--- src/rtl/mul32_seq.sv ---
// Iterative radix-2 shift-and-add multiplier for the RV32M MUL/MULH/MULHSU/MULHU group.
// Optional early termination on an exhausted multiplier is enabled by defining MUL_EARLY_TERM_EN.
module mul32_seq #(
    parameter int XLEN  = 32,
    parameter int CNT_W = 6
) (
    input  logic            clk,
    input  logic            rst_n,
    input  logic            start,
    input  logic [1:0]      op,
    input  logic [XLEN-1:0] rs1,
    input  logic [XLEN-1:0] rs2,
    output logic            busy,
    output logic            done,
    output logic [XLEN-1:0] rd
);

    typedef enum logic [1:0] {
        S_IDLE,
        S_CALC,
        S_FIX,
        S_DONE
    } state_t;

    localparam logic [CNT_W-1:0] CNT_LAST = CNT_W'(XLEN - 1);

    state_t              state;
    state_t              state_nxt;
    logic [2*XLEN-1:0]   mcand;
    logic [2*XLEN-1:0]   acc;
    logic [XLEN-1:0]     mplier;
    logic [CNT_W-1:0]    cnt;
    logic                neg;
    logic                hi_sel;
    logic                rs1_signed;
    logic                rs2_signed;

    // The unsigned result is wide enough for the magnitude of the most negative value.
    function automatic logic [XLEN-1:0] magnitude(input logic signed [XLEN-1:0] v,
                                                   input logic is_signed);
        if (is_signed && v < 0)
            return XLEN'(-v);
        return XLEN'(v);
    endfunction

    function automatic logic [2*XLEN-1:0] apply_sign(input logic [2*XLEN-1:0] p,
                                                      input logic n);
        if (n)
            return ~p + {{(2*XLEN-1){1'b0}}, 1'b1};
        return p;
    endfunction

    function automatic logic [XLEN-1:0] select_half(input logic [2*XLEN-1:0] p,
                                                     input logic hi);
        return hi ? p[2*XLEN-1:XLEN] : p[XLEN-1:0];
    endfunction

    assign rs1_signed = (op == 2'b01) || (op == 2'b10);
    assign rs2_signed = (op == 2'b01);

    assign busy = (state != S_IDLE);
    assign done = (state == S_DONE);

    always_ff @(posedge clk or negedge rst_n) begin
        if (!rst_n)
            state <= S_IDLE;
        else
            state <= state_nxt;
    end

    always_comb begin
        state_nxt = state;
        case (state)
            S_IDLE: begin
                if (start)
                    state_nxt = S_CALC;
            end
            S_CALC: begin
`ifdef MUL_EARLY_TERM_EN
                if (cnt == CNT_LAST || mplier[XLEN-1:1] == '0)
                    state_nxt = S_FIX;
`else
                if (cnt == CNT_LAST)
                    state_nxt = S_FIX;
`endif
            end
            S_FIX:   state_nxt = S_DONE;
            S_DONE:  state_nxt = S_IDLE;
            default: state_nxt = S_IDLE;
        endcase
    end

    // Operands become magnitudes at accept; the sign is reapplied once, on the full product.
    always_ff @(posedge clk or negedge rst_n) begin
        if (!rst_n) begin
            mcand  <= '0;
            acc    <= '0;
            mplier <= '0;
            cnt    <= '0;
            neg    <= 1'b0;
            hi_sel <= 1'b0;
            rd     <= '0;
        end else begin
            case (state)
                S_IDLE: begin
                    if (start) begin
                        mcand  <= {{XLEN{1'b0}}, magnitude($signed(rs1), rs1_signed)};
                        mplier <= magnitude($signed(rs2), rs2_signed);
                        acc    <= '0;
                        cnt    <= '0;
                        neg    <= (rs1_signed & rs1[XLEN-1]) ^ (rs2_signed & rs2[XLEN-1]);
                        hi_sel <= (op != 2'b00);
                    end
                end
                S_CALC: begin
                    if (mplier[0])
                        acc <= acc + mcand;
                    mcand  <= mcand << 1;
                    mplier <= mplier >> 1;
                    cnt    <= cnt + CNT_W'(1);
                end
                S_FIX: begin
                    rd <= select_half(apply_sign(acc, neg), hi_sel);
                end
                default: ;
            endcase
        end
    end

endmodule
--- config.mk ---
export PLATFORM = sky130hd
export DESIGN_NAME = mul32_seq
export DESIGN_NICKNAME = d
export VERILOG_FILES = /design/src/rtl/mul32_seq.sv
export SDC_FILE = /design/constraint.sdc
export NUM_CORES = 1
export LEC_CHECK = 0
export CORE_ASPECT_RATIO = 0.9
export CORE_MARGIN = 5
export CORE_UTILIZATION = 50
export CTS_BUF_LIST = sky130_fd_sc_hd__clkbuf_16
export DETAILED_ROUTE_END_ITERATION = 16
export MAX_ROUTING_LAYER = met4
export PLACE_DENSITY = 0.72
export SYNTH_ARGS = -nofsm -noshare
export SYNTH_HDL_FRONTEND = slang
export SYNTH_SLANG_ARGS = --single-unit
--- constraint.sdc ---
create_clock -name clk -period 6 [get_ports clk]
set_clock_uncertainty 0.2 [all_clocks]
set_input_delay 0.6 -clock clk [delete_from_list [all_inputs] [get_ports clk]]
set_output_delay 0.6 -clock clk [all_outputs]
set_load 0.05 [all_outputs]
Yosys cells after proc, flatten, opt, wreduce, memory -nomap -nowiden. Index checks and enable logic that the tools add are counted.

Word-level logic and storage cells: 66. Bits in registers: 202.

$add $sub $neg: 5. Equality and inequality tests: 9. Multiplexer cells: 27. Reduce and logical (&&, ||, !) cells: 11. Bitwise operators: 4. $lt $le $gt $ge: 2.

Operators with widths (number): 2-to-1 mux 64 bit (5); one-hot mux 64 bit (2 select lines) (2); 2-to-1 mux 32 bit (6); adder 64 x 1 -> 64 bit (second input constant) (1); adder 64 bit (1); < comparator 32 x 1 -> 1 bit (second input constant) (2); negation 32 bit (2); NOT 64 bit (1); one-hot mux 32 bit (2 select lines) (1); one-hot mux 6 bit (2 select lines) (1); 2-to-1 mux 1 bit (8); one-hot mux 2 bit (4 select lines) (1); adder 6 x 1 -> 6 bit (second input constant) (1); == test 2 bit (second input constant) (3); == test 6 x 5 -> 1 bit (second input constant) (1); 2-to-1 mux 6 bit (1); != test 2 bit (second input constant) (3); AND reduction 2 bit (3); nonzero test 2 bit (3); == test 2 x 1 -> 1 bit (second input constant) (2); 2-to-1 mux 2 bit (2); AND reduction 3 bit (1); AND 1 bit (2); logical AND 1 bit (2); 3 further kinds (3).

Depth between registers and ports, before layout.
Depth after elaboration: 9. Mapped depth: 14. Depth with buffers taken out: 14.

Least setup slack after synthesis. OpenSTA, ideal clock, no wires.

Path kind: flip-flop to flip-flop. From: register acc[12]. To: register rd[27]. Slack: 1.838 ns. Stages on the path, launching flop included: 12. Library setup time: 0.126 ns. Buffers on the path: 1. Data arrival time: 3.836 ns. Data required time: 5.674 ns. Cells stage by stage: dfrtp_1 or4_4 or4b_4 or4_4 or3b_1 buf_2 or2_4 or3_4 or2_4 o21ai_2 xnor2_1 a221o_1.

Cells in the longest elaborated chain, start to end: 5.

Ends and longest elaborated chain: from (decl) (line 30) `logic [2*XLEN-1:0] acc;`; from (signal assigned) (line 117) `acc <= acc + mcand;`; NOT 64 bit (line 49) `return ~p + {{(2*XLEN-1){1'b0}}, 1'b1};`; adder 64 x 1 -> 64 bit (line 49); 2-to-1 mux 64 bit (line 48) `if (n)`; 2-to-1 mux 64 bit (line 50) `return p;`; 2-to-1 mux 32 bit (line 55) `return hi ? p[2*XLEN-1:XLEN] : p[XLEN-1:0];`; to (signal assigned) (line 123) `rd <= select_half(apply_sign(acc, neg), hi_sel);`; to (decl) (line 15) `output logic [XLEN-1:0] rd`.

No other way between the ends. The select of a mux whose other input is x is not followed. A chain may end at the register's enable or synchronous reset.

Worst setup path after layout.
From: register acc[10]. To: register acc[57].

Cells in the longest elaborated chain, start to end: 3.

Ends and longest elaborated chain: adder 64 bit (line 117); 2-to-1 mux 64 bit (line 116) `if (mplier[0])`; one-hot mux 64 bit (2 select lines) (line 104) `case (state)`.

No other way between the ends. The select of a mux whose other input is x is not followed.

==> out/metrics.yaml <==
status: "finished with violations"
violations: "hold timing"
grt_start_max_net_pins: 107
postCtsSetupBuffers: 0
cts-root-buf: "clkbuf_16"
layout_setup_ws_ns: 1.554
row_count: 59
hpwl_um: 30480
relSlewSlack_pct: 35.35
fmax_mhz: 224.9
wl_per_cell_um: 18.69
synth_ff_type: "dfrtp_1"
layout.nets: 1942
synth_nets: 1909
viasPerCell: 6.045
start_util_pct: 50.23
worst_ep_required_time_ns: 6.26
die_area_mm2: 0.03235
antenna_left: 0
crit_type: "reg -> reg"
drive_above_1_share_pct: 4.405
dr.pass1.iters: 5
antenna_found_initial: 0
area_growth_pct: 13.90
cts_max_path_buffers: 3
rsz0062_at_grt: "false"
place.gp.congestion: 0.9949
grt-ovfl-total: 0
grt_usage_pct: 25.71
syn-mean-instance-area_um2: 8.173
synthCells: 1765
clkSinkCount: 202
ctsResizeCount: 0
dieWidth_um: 189.0
wl_um: 40790
synth_area_mm2: 0.01443
fp.dieH_um: 171.1
synth_cell_types: 69
path_clk_slew_ns: 0.06
worst_setup_path_start_kind: "flip-flop"
cts.htree.levels: 1
ys_ff_latch: 202
grt_pass1_wl_um: 66740
synth_edf_count: 0
clock_latency_ns: 0.54
portBuffers: 102
async_flop_share_pct: 100.0
crit_fanout: 7
hold_violations: 33
cts_tree: "done"
yosysWarnings: 0
vdd_drop_max_mv: 0.1853
end_kind: "flip-flop"
initialDrtViolationCount: 969
cap_violations: 0
vias: 13190
n_antenna_cell: 0
cp.arrival_ns: 4.71
p_leak_nw: 7.220
dp_slack_ns: 1.630
grt_pass1_vias: 12570
power_density_mw_per_mm2: 226.3
cts_hold_buffers: 0
worstMarginPinSlew_ns: 0.9697
core_mm2: 0.02872
finalHoldWorstSlack_ns: -0.02775
finalMaxSlewViolations: 0
drc_errors: 0
period_share_pct: 74.10
setup_viol_count_final: 0
synth.yosys.seq_area_share_pct: 35.04
cts_buffers: 24
io_pins: 103
hold_class: "in -> async"
fin_tns_setup_ns: 0
finalCriticalPeriod_ns: 4.446
[metal layers]
metal | GRT usage [%] | share of wire, %
met4 | 8.077 | 3.6
met1 | 36.29 | 47
met5 | - | 0
met3 | 3.040 | 5.2
met2 | 39.06 | 44
[through the flow]
stage / std cells / power, mW / cell area [µm²] / utilization, % / hold slack (ns)
floorplan: 1765 / 1.994 / 14430 / - / 0.1044
global placement: 2138 / 2.265 / 15640 / 54.47 / 0.2639
detailed placement: 2138 / 2.272 / 15640 / 54.47 / 0.2704
CTS: 2182 / 3.745 / 16430 / 57.21 / 0.006885
global route: 2182 / 3.898 / 16430 / 57.21 / 0.05521
finish: 2182 / 3.719 / 16430 / 57.21 / -0.02775
[registers in the layout, summed over array words and instances (netlist names)]
register,flops
acc,64
mcand,64
mplier,32
rd,32
cnt,6
state,2
hi_sel,1
neg,1
[placed cells by master (no fill, tap or decap), types with 9 or more instances in the layout]
cell type and instances:
and2_1 11, o21ai_0 207, clkdlybuf4s50_1 101, nand2b_1 13
clkbuf_16 24, nor2_1 139, a31oi_1 24, inv_1 34
a22o_1 36, or2_2 9, nand4_1 24, dfrtp_1 201
o21bai_1 15, nor3_1 23, o41ai_1 13, nand3_1 19
or3_1 21, xnor2_1 76, o21a_1 9, ha_1 73
o31ai_1 32, buf_4 12, or4_1 11, a21oi_1 190
nand2_1 216, xor2_1 89, nor4_1 20, a21o_1 49
[critical path, cell delays in order, from the launching register on]
cell	delay [ns]
dfrtp_1	0.48
ha_1	0.40
nand3_1	0.16
nor3b_1	0.30
nor2_1	0.12
a2111oi_0	0.46
nor2_1	0.22
o21ai_0	0.53
a31oi_1	0.25
o21ai_0	0.43
a21boi_0	0.28
or4_1	0.46
nand3_1	0.08
[synthesized netlist by cell type (5+ instances only)]
cell | instances | area [µm²]
a21oi_1 | 190 | 950.9
a41oi_1 | 5 | 43.79
o211ai_1 | 6 | 45.04
o31ai_1 | 32 | 240.2
o21ai_0 | 208 | 1041
a22o_1 | 36 | 315.3
nor3_1 | 23 | 115.1
xnor2_1 | 76 | 665.6
nand2b_1 | 13 | 81.33
or3_1 | 21 | 131.4
xor2_1 | 89 | 779.5
o22ai_1 | 6 | 37.54
or2_2 | 9 | 56.30
and3_1 | 7 | 43.79
nand2_1 | 216 | 810.8
or4_1 | 11 | 82.58
dfrtp_1 | 202 | 5055
mux2_2 | 5 | 56.30
clkbuf_1 | 102 | 382.9
a31oi_1 | 24 | 150.1
nand3_1 | 19 | 95.09
a21o_1 | 49 | 367.9
o41ai_1 | 13 | 113.9
and2_1 | 11 | 68.82
inv_1 | 33 | 123.9
o21a_1 | 9 | 67.56
nand4_1 | 24 | 150.1
o221ai_1 | 6 | 52.55
nor2_1 | 139 | 521.8
o21bai_1 | 15 | 112.6
nor2b_1 | 7 | 43.79
nor4_1 | 20 | 125.1
ha_1 | 74 | 925.9
[where the power goes]
group	switching (mW)	total, mW	internal [mW]
clock network	0.607	1.47	0.859
logic	0.409	0.690	0.281
registers	0.137	1.56	1.43
[worst paths after layout]
| path | from | to | slack (ns) | depth (start not counted) |
|---|---|---|---|---|
| max | acc[10] | acc[57] | 1.55 | 12 |
| min | rst_n | mcand[48] | -0.03 | 1 |
| max reg2reg | acc[10] | acc[57] | 1.55 | 12 |
| min reg2reg | mplier[7] | mplier[7] | 0.28 | 2 |
| max in group asynchronous | rst_n | rd[8] | 4.41 | 2 |
| min in group clk | mplier[7] | mplier[7] | 0.28 | 2 |
[kinds of logic after synthesis]
| logic type | synth area share, % |
|---|---|
| flops | 35.04 |
| buf+inv | 3.678 |
| simple gates | 17.31 |
| xor+xnor | 10.02 |
| compound gates | 26.57 |
| mux | 0.8240 |
| fa+ha+maj | 6.557 |
[layout make-up]
class | count | area, µm²
Clock buffer | 24 | 600.6
Tap cell | 366 | 457.9
Clock inverter | 20 | 186.4
Timing Repair Buffer | 114 | 1115
Fill cell | 2597 | 12290
Sequential cell | 202 | 5056
Inverter | 34 | 127.6
Multi-Input combinational cell | 1422 | 8886
Power figures use the tool's default switching activity.
